File: config.mk
export PLATFORM = sky130hd
export DESIGN_NAME = tx_framer_flat
export DESIGN_NICKNAME = d
export VERILOG_FILES = /design/src/rtl/tx_framer_if.sv /design/src/rtl/tx_framer.sv /design/src/flat_wrapper.sv
export SDC_FILE = /design/constraint.sdc
export NUM_CORES = 1
export LEC_CHECK = 0
export BUFFER_PORTS_ARGS = -buffer_cell sky130_fd_sc_hd__clkbuf_2
export CORE_ASPECT_RATIO = 1.75
export CORE_MARGIN = 3
export CORE_UTILIZATION = 58
export DETAILED_ROUTE_END_ITERATION = 12
export PLACE_DENSITY = 0.86
export SLEW_MARGIN = 5
export SYNTH_ARGS = -nofsm -noshare
export SYNTH_HDL_FRONTEND = slang
export SYNTH_SLANG_ARGS = --single-unit
File: constraint.sdc
create_clock -name s_axi_aclk -period 4.7 [get_ports s_axi_aclk]
set_clock_uncertainty 0.05 [all_clocks]
set_input_delay 0.47 -clock s_axi_aclk [delete_from_list [all_inputs] [get_ports s_axi_aclk]]
set_output_delay 0.47 -clock s_axi_aclk [all_outputs]
set_load 0.05 [all_outputs]
File: src/rtl/tx_framer_if.sv
// Word stream bundle shared by the plaintext input and the framed output.
// Handshake: a word transfers on a rising clock edge where tvalid and tready
// are both high; the sender holds tvalid/tdata/sof/eof stable until then.
interface tx_framer_if;
    logic        tvalid;
    logic        tready;
    logic [31:0] tdata;
    logic        sof;
    logic        eof;

    // Framed output side: drives data and frame flags.
    modport master (output tvalid, output tdata, output sof, output eof, input tready);

    // Plaintext input side: frame flags are not carried on this stream.
    modport slave (input tvalid, input tdata, output tready);
endinterface

File: src/rtl/tx_framer.sv
// Transmit framer: XORs plaintext words with a 32-bit PRBS keystream and emits
// fixed-length frames with start/end-of-frame flags through a one-word output
// register. o_busy is the FSM state (high while in SEND).
module tx_framer #(
    parameter int C_FRAME_LEN_WIDTH = 16
) (
    input  logic                         s_axi_aclk,
    input  logic                         s_axi_aresetn,
    input  logic                         i_tx_enable,
    input  logic                         i_prbs_reload,
    input  logic [31:0]                  i_prbs_seed,
    input  logic [C_FRAME_LEN_WIDTH-1:0] i_frame_len,
    tx_framer_if.slave                   s_axis,
    tx_framer_if.master                  m_axis,
    output logic                         o_busy,
    output logic [31:0]                  o_frame_count
);

    localparam logic [C_FRAME_LEN_WIDTH-1:0] C_ONE = {{(C_FRAME_LEN_WIDTH-1){1'b0}}, 1'b1};

    typedef enum logic {
        IDLE = 1'b0,
        SEND = 1'b1
    } state_t;

    state_t                       r_state;
    state_t                       w_next_state;
    logic                         r_en_d;
    logic [C_FRAME_LEN_WIDTH-1:0] r_len;
    logic [C_FRAME_LEN_WIDTH-1:0] r_count;
    logic [31:0]                  r_lfsr;
    logic [31:0]                  r_tdata;
    logic                         r_tvalid;
    logic                         r_sof;
    logic                         r_eof;
    logic [31:0]                  r_frame_count;

    logic                         w_tready;
    logic                         w_accept;
    logic                         w_out_fire;
    logic                         w_last;
    logic [C_FRAME_LEN_WIDTH-1:0] w_len_eff;
    logic [31:0]                  w_lfsr_next;

    // Input is taken only in SEND and only when the output register is free
    // or emptying this cycle, so backpressure reaches the source immediately.
    assign w_tready    = (r_state == SEND) & (~r_tvalid | m_axis.tready);
    assign w_accept    = s_axis.tvalid & w_tready;
    assign w_out_fire  = r_tvalid & m_axis.tready;
    assign w_last      = (r_count == (r_len - C_ONE));
    assign w_len_eff   = (i_frame_len == '0) ? C_ONE : i_frame_len;
    assign w_lfsr_next = {r_lfsr[30:0], r_lfsr[31] ^ r_lfsr[21] ^ r_lfsr[1] ^ r_lfsr[0]};

    assign s_axis.tready = w_tready;
    assign m_axis.tvalid = r_tvalid;
    assign m_axis.tdata  = r_tdata;
    assign m_axis.sof    = r_sof;
    assign m_axis.eof    = r_eof;
    assign o_busy        = (r_state == SEND);
    assign o_frame_count = r_frame_count;

    // Next-state logic: a frame never truncates; it ends only on its eof accept.
    always_comb begin
        w_next_state = r_state;
        case (r_state)
            IDLE: if (r_en_d) w_next_state = SEND;
            SEND: if (w_accept && w_last) w_next_state = IDLE;
            default: w_next_state = IDLE;
        endcase
    end

    // State register, registered enable, frame length latch and beat counter.
    always_ff @(posedge s_axi_aclk or negedge s_axi_aresetn) begin
        if (!s_axi_aresetn) begin
            r_state <= IDLE;
            r_en_d  <= 1'b0;
            r_len   <= C_ONE;
            r_count <= '0;
        end else begin
            r_state <= w_next_state;
            r_en_d  <= i_tx_enable;
            if (r_state == IDLE && r_en_d) begin
                r_len   <= w_len_eff;
                r_count <= '0;
            end else if (w_accept) begin
                r_count <= r_count + C_ONE;
            end
        end
    end

    // Keystream LFSR: a reload takes priority over the advance from an accept.
    always_ff @(posedge s_axi_aclk or negedge s_axi_aresetn) begin
        if (!s_axi_aresetn) begin
            r_lfsr <= 32'h0000_0001;
        end else if (i_prbs_reload) begin
            r_lfsr <= (i_prbs_seed == 32'h0) ? 32'h0000_0001 : i_prbs_seed;
        end else if (w_accept) begin
            r_lfsr <= w_lfsr_next;
        end
    end

    // Output register: loads on accept, empties on handshake, holds while stalled.
    always_ff @(posedge s_axi_aclk or negedge s_axi_aresetn) begin
        if (!s_axi_aresetn) begin
            r_tvalid <= 1'b0;
            r_tdata  <= 32'h0;
            r_sof    <= 1'b0;
            r_eof    <= 1'b0;
        end else if (w_accept) begin
            r_tvalid <= 1'b1;
            r_tdata  <= s_axis.tdata ^ r_lfsr;
            r_sof    <= (r_count == '0);
            r_eof    <= w_last;
        end else if (w_out_fire) begin
            r_tvalid <= 1'b0;
        end
    end

    // Completed-frame counter: counts eof words as they leave; wraps naturally.
    always_ff @(posedge s_axi_aclk or negedge s_axi_aresetn) begin
        if (!s_axi_aresetn) begin
            r_frame_count <= 32'h0;
        end else if (w_out_fire && r_eof) begin
            r_frame_count <= r_frame_count + 32'h1;
        end
    end

endmodule
File: src/flat_wrapper.sv
// flat-port wrapper written by rule: the top's interface ports become plain ports
module tx_framer_flat 
#(
    parameter int C_FRAME_LEN_WIDTH = 16
)
  (s_axi_aclk, s_axi_aresetn, i_tx_enable, i_prbs_reload, i_prbs_seed, i_frame_len, o_busy, o_frame_count, s_axis_tvalid, s_axis_tdata, s_axis_tready, m_axis_tvalid, m_axis_tdata, m_axis_sof, m_axis_eof, m_axis_tready);
  tx_framer_if s_axis_i ();
  tx_framer_if m_axis_i ();
  input  logic s_axi_aclk;
  input  logic s_axi_aresetn;
  input  logic i_tx_enable;
  input  logic i_prbs_reload;
  input  logic [31:0] i_prbs_seed;
  input  logic [C_FRAME_LEN_WIDTH-1:0] i_frame_len;
  output logic o_busy;
  output logic [31:0] o_frame_count;
  input wire logic [$bits(s_axis_i.tvalid)-1:0] s_axis_tvalid;
  input wire logic [$bits(s_axis_i.tdata)-1:0] s_axis_tdata;
  output wire logic [$bits(s_axis_i.tready)-1:0] s_axis_tready;
  output wire logic [$bits(m_axis_i.tvalid)-1:0] m_axis_tvalid;
  output wire logic [$bits(m_axis_i.tdata)-1:0] m_axis_tdata;
  output wire logic [$bits(m_axis_i.sof)-1:0] m_axis_sof;
  output wire logic [$bits(m_axis_i.eof)-1:0] m_axis_eof;
  input wire logic [$bits(m_axis_i.tready)-1:0] m_axis_tready;
  assign s_axis_i.tvalid = s_axis_tvalid;
  assign s_axis_i.tdata = s_axis_tdata;
  assign s_axis_tready = s_axis_i.tready;
  assign m_axis_tvalid = m_axis_i.tvalid;
  assign m_axis_tdata = m_axis_i.tdata;
  assign m_axis_sof = m_axis_i.sof;
  assign m_axis_eof = m_axis_i.eof;
  assign m_axis_i.tready = m_axis_tready;
  tx_framer #(.C_FRAME_LEN_WIDTH(C_FRAME_LEN_WIDTH)) u_core (.s_axi_aclk(s_axi_aclk), .s_axi_aresetn(s_axi_aresetn), .i_tx_enable(i_tx_enable), .i_prbs_reload(i_prbs_reload), .i_prbs_seed(i_prbs_seed), .i_frame_len(i_frame_len), .s_axis(s_axis_i), .m_axis(m_axis_i), .o_busy(o_busy), .o_frame_count(o_frame_count));
endmodule
==> run metrics <==
status finished, final reports clean; maximum root-to-sink buffer count 2; Remaining DRCs 0; vias in the first global route 5693; Fill cells 776; Max Cap Viol 0; CTS HTree Levels 4; asr flop ratio synth 1.000; CP max FO 7; Post-Synth Simple-Gate Area 0.1940; synth warn 0; Reg area 3331 µm²; Final Hold Fails 0; multiplexer share of the synthesized area 0.04889; CTS tree built; DRT iter0 DRCs 309; mapped cell area 6578 µm²; worst path arrival time 2.92 ns; I/O Pins 155; R2R Path Start u_core.r_len[1]; Slew Limit Fails 0; top-count cell post-synth dfrtp_1; ys flop type dfrtp_1; Post-Syn Nets 768; WS Path Type flip-flop to flip-flop; Die X 86.50 µm; setup tns final 0 ns; Final Cell Area 7965 µm²; final setup vio count 0; Final #Nets 909; CTS Hold Bufs 0; Startpoint Class flip-flop; GR Overflow Total 0; CORE AREA 10890 µm²; leakage 0.003735 µW; Post-Synth Adder-Cell Area 0.007609; Max transition margin 0.2783; largest net degree at the start of global routing 65; clock sink total 133; Vias 5489; WL final 16.38 mm; Worst-Margin Slew 1.080 ns; first-pass GRT wire length 27.35 mm; die area 12700 µm²; Total GRT Usage 0.2725; Min Clock Period, post-route 2.684 ns; synth unique cells 49; Final Non-Filler Cells 962; Synth Register Bits 133; number of enable flip-flop cells after synthesis 0; largest family of logic cells by synthesized area simple AND/OR/NAND/NOR gates; CTS Buf Count 17; Synth Area per Inst 9.701 µm²; # diodes 0; clock-pin slew on the worst setup and hold paths 0.06 ns; Worst R2R Setup Slack 2.02 ns; Layout Utilization 0.7317; CP required 4.93 ns; height of the die 146.9 µm; xor/xnor cell area share of the yosys netlist 0.1318; Synth area leaders dfrtp_1 50%, xnor2_1 9.7%, nand2_1 7.4%; drt pass-1 iters 5; multi-input logic area 3052 µm²; Post-DP Area 7390 µm²; port bufs 154; register area share after synthesis 0.5064; Post-CTS Resized 0; root buf cell clkbuf_16; layout cells sized above 1 0.2380; RSZ-0062 raised after global routing no; initial antenna violation count 0; Tcrit/Tclk final 0.5711; later-pin clock latency in the skew report 0.41 ns; Post-Synthesis Cells 678; Initial Util 0.6043; maximum vdd drop 0.3207 mV; R2R cell count 8; GPL Wtd Cong 0.8626; post-synthesis compound-gate area fraction 0.08065; largest area contributor in the netlist dfrtp_1; worst r2r dst u_core.o_busy; Post-CTS Setup Repair Bufs 0; total power 3319 µW; Fmax 372.5 MHz; Cells after DPL 930; post-route ant nets 0; wire per inst 17.03 µm; area share of the largest cell type after synthesis 0.4984; area delta synth->final 21.10%; PwrDens 416.7 nW/µm²; Detailed Place HPWL 12.00 mm; via/cell ratio 5.706; worst min path class input port to async pin; Critical Path Sink Type flip-flop; Post-synth top cells 131 x dfrtp_1, 129 x nand2_1, 73 x xnor2_1; row count 50
[power breakdown]
group / internal [µW] / switching [µW]
logic: 207 / 435
clock network: 793 / 495
registers: 1260 / 125
[flip-flops by register name (all words and copies together) (netlist names)]
signal,flops
u_core.m_axis.tdata,32
u_core.o_frame_count,32
u_core.r_lfsr,32
u_core.r_count,16
u_core.r_len,16
u_core.m_axis.eof,1
u_core.m_axis.sof,1
u_core.m_axis.tvalid,1
u_core.o_busy,1
u_core.r_en_d,1
[worst max-delay path: stages, from the launching register on]
cell and delay, ns:
dfrtp_1 0.41, inv_1 0.09, ha_1 0.25, or4b_1 0.61, or4b_1 0.54, a21boi_1 0.14
o21ai_1 0.10, a211oi_2 0.27, a21oi_1 0.10
[placed cells by master (no fill, tap or decap), drive strengths merged, types with 2 or more instances in the layout]
master	instances
clkbuf	173
dfrtp	131
nand2	129
xnor2	73
o21ai	73
nor2	35
mux2i	31
xor2	26
nand3	19
nor4	18
nand4	14
inv	12
nor3	11
and3	10
or3	8
a21oi	6
clkinv	6
buf	5
or4	4
and4	4
ha	4
nand2b	3
nor2b	3
a31oi	3
clkinvlp	3
nand4b	2
or4b	2
nor4b	2
bufinv	2
dfstp	2
and3b	2
o41ai	2
a211oi	2
[how the worst max path moves through the flow]
stage,from,endpoint,slack (ns)
6_report,u_core.r_len[1],u_core.o_busy,2.02
5_1_grt,u_core.r_len[1],u_core.o_busy,1.84
4_1_cts,u_core.r_len[1],u_core.o_busy,2.05
3_5_place_dp,u_core.r_len[1],u_core.o_busy,2.06
3_3_place_gp,u_core.r_len[1],u_core.o_busy,2.15
2_1_floorplan,u_core.r_len[1],u_core.o_busy,2.28
[cell families after synthesis]
kind of cell	Yosys count
DFF	133
adders and majority gates	4
buffers and inverters	47
xor gates and xnor gates	99
AOI/OAI and AO/OA	94
and+or+nand+nor	269
muxes	32
[through the flow]
step	hold WS, ns	setup slack, ns
final	0.05565	2.016
after global routing	0.1043	1.839
after CTS	0.07000	2.052
after detailed placement	0.4193	2.055
after global placement	0.4102	2.148
after floorplan	0.1244	2.278
[cell type report]
type                       count  area share
tap                          130     0.02042
clock inverter                12     0.01618
inverter                      11    0.005184
clock buffer                  20     0.05608
multi-input combinational    498      0.3831
sequential                   133      0.4182
timing repair buffer         158      0.1008
[per-layer routing]
layer / track usage / wire length (µm) / vias up
met1: 0.2978 / 5971 / 2615
met5: 0 / 0 / -
met4: 0.1466 / 732 / 0
met3: 0.05836 / 901 / 58
li1: - / - / 2592
met2: 0.4801 / 8776 / 224
Power figures use the tool's default switching activity.
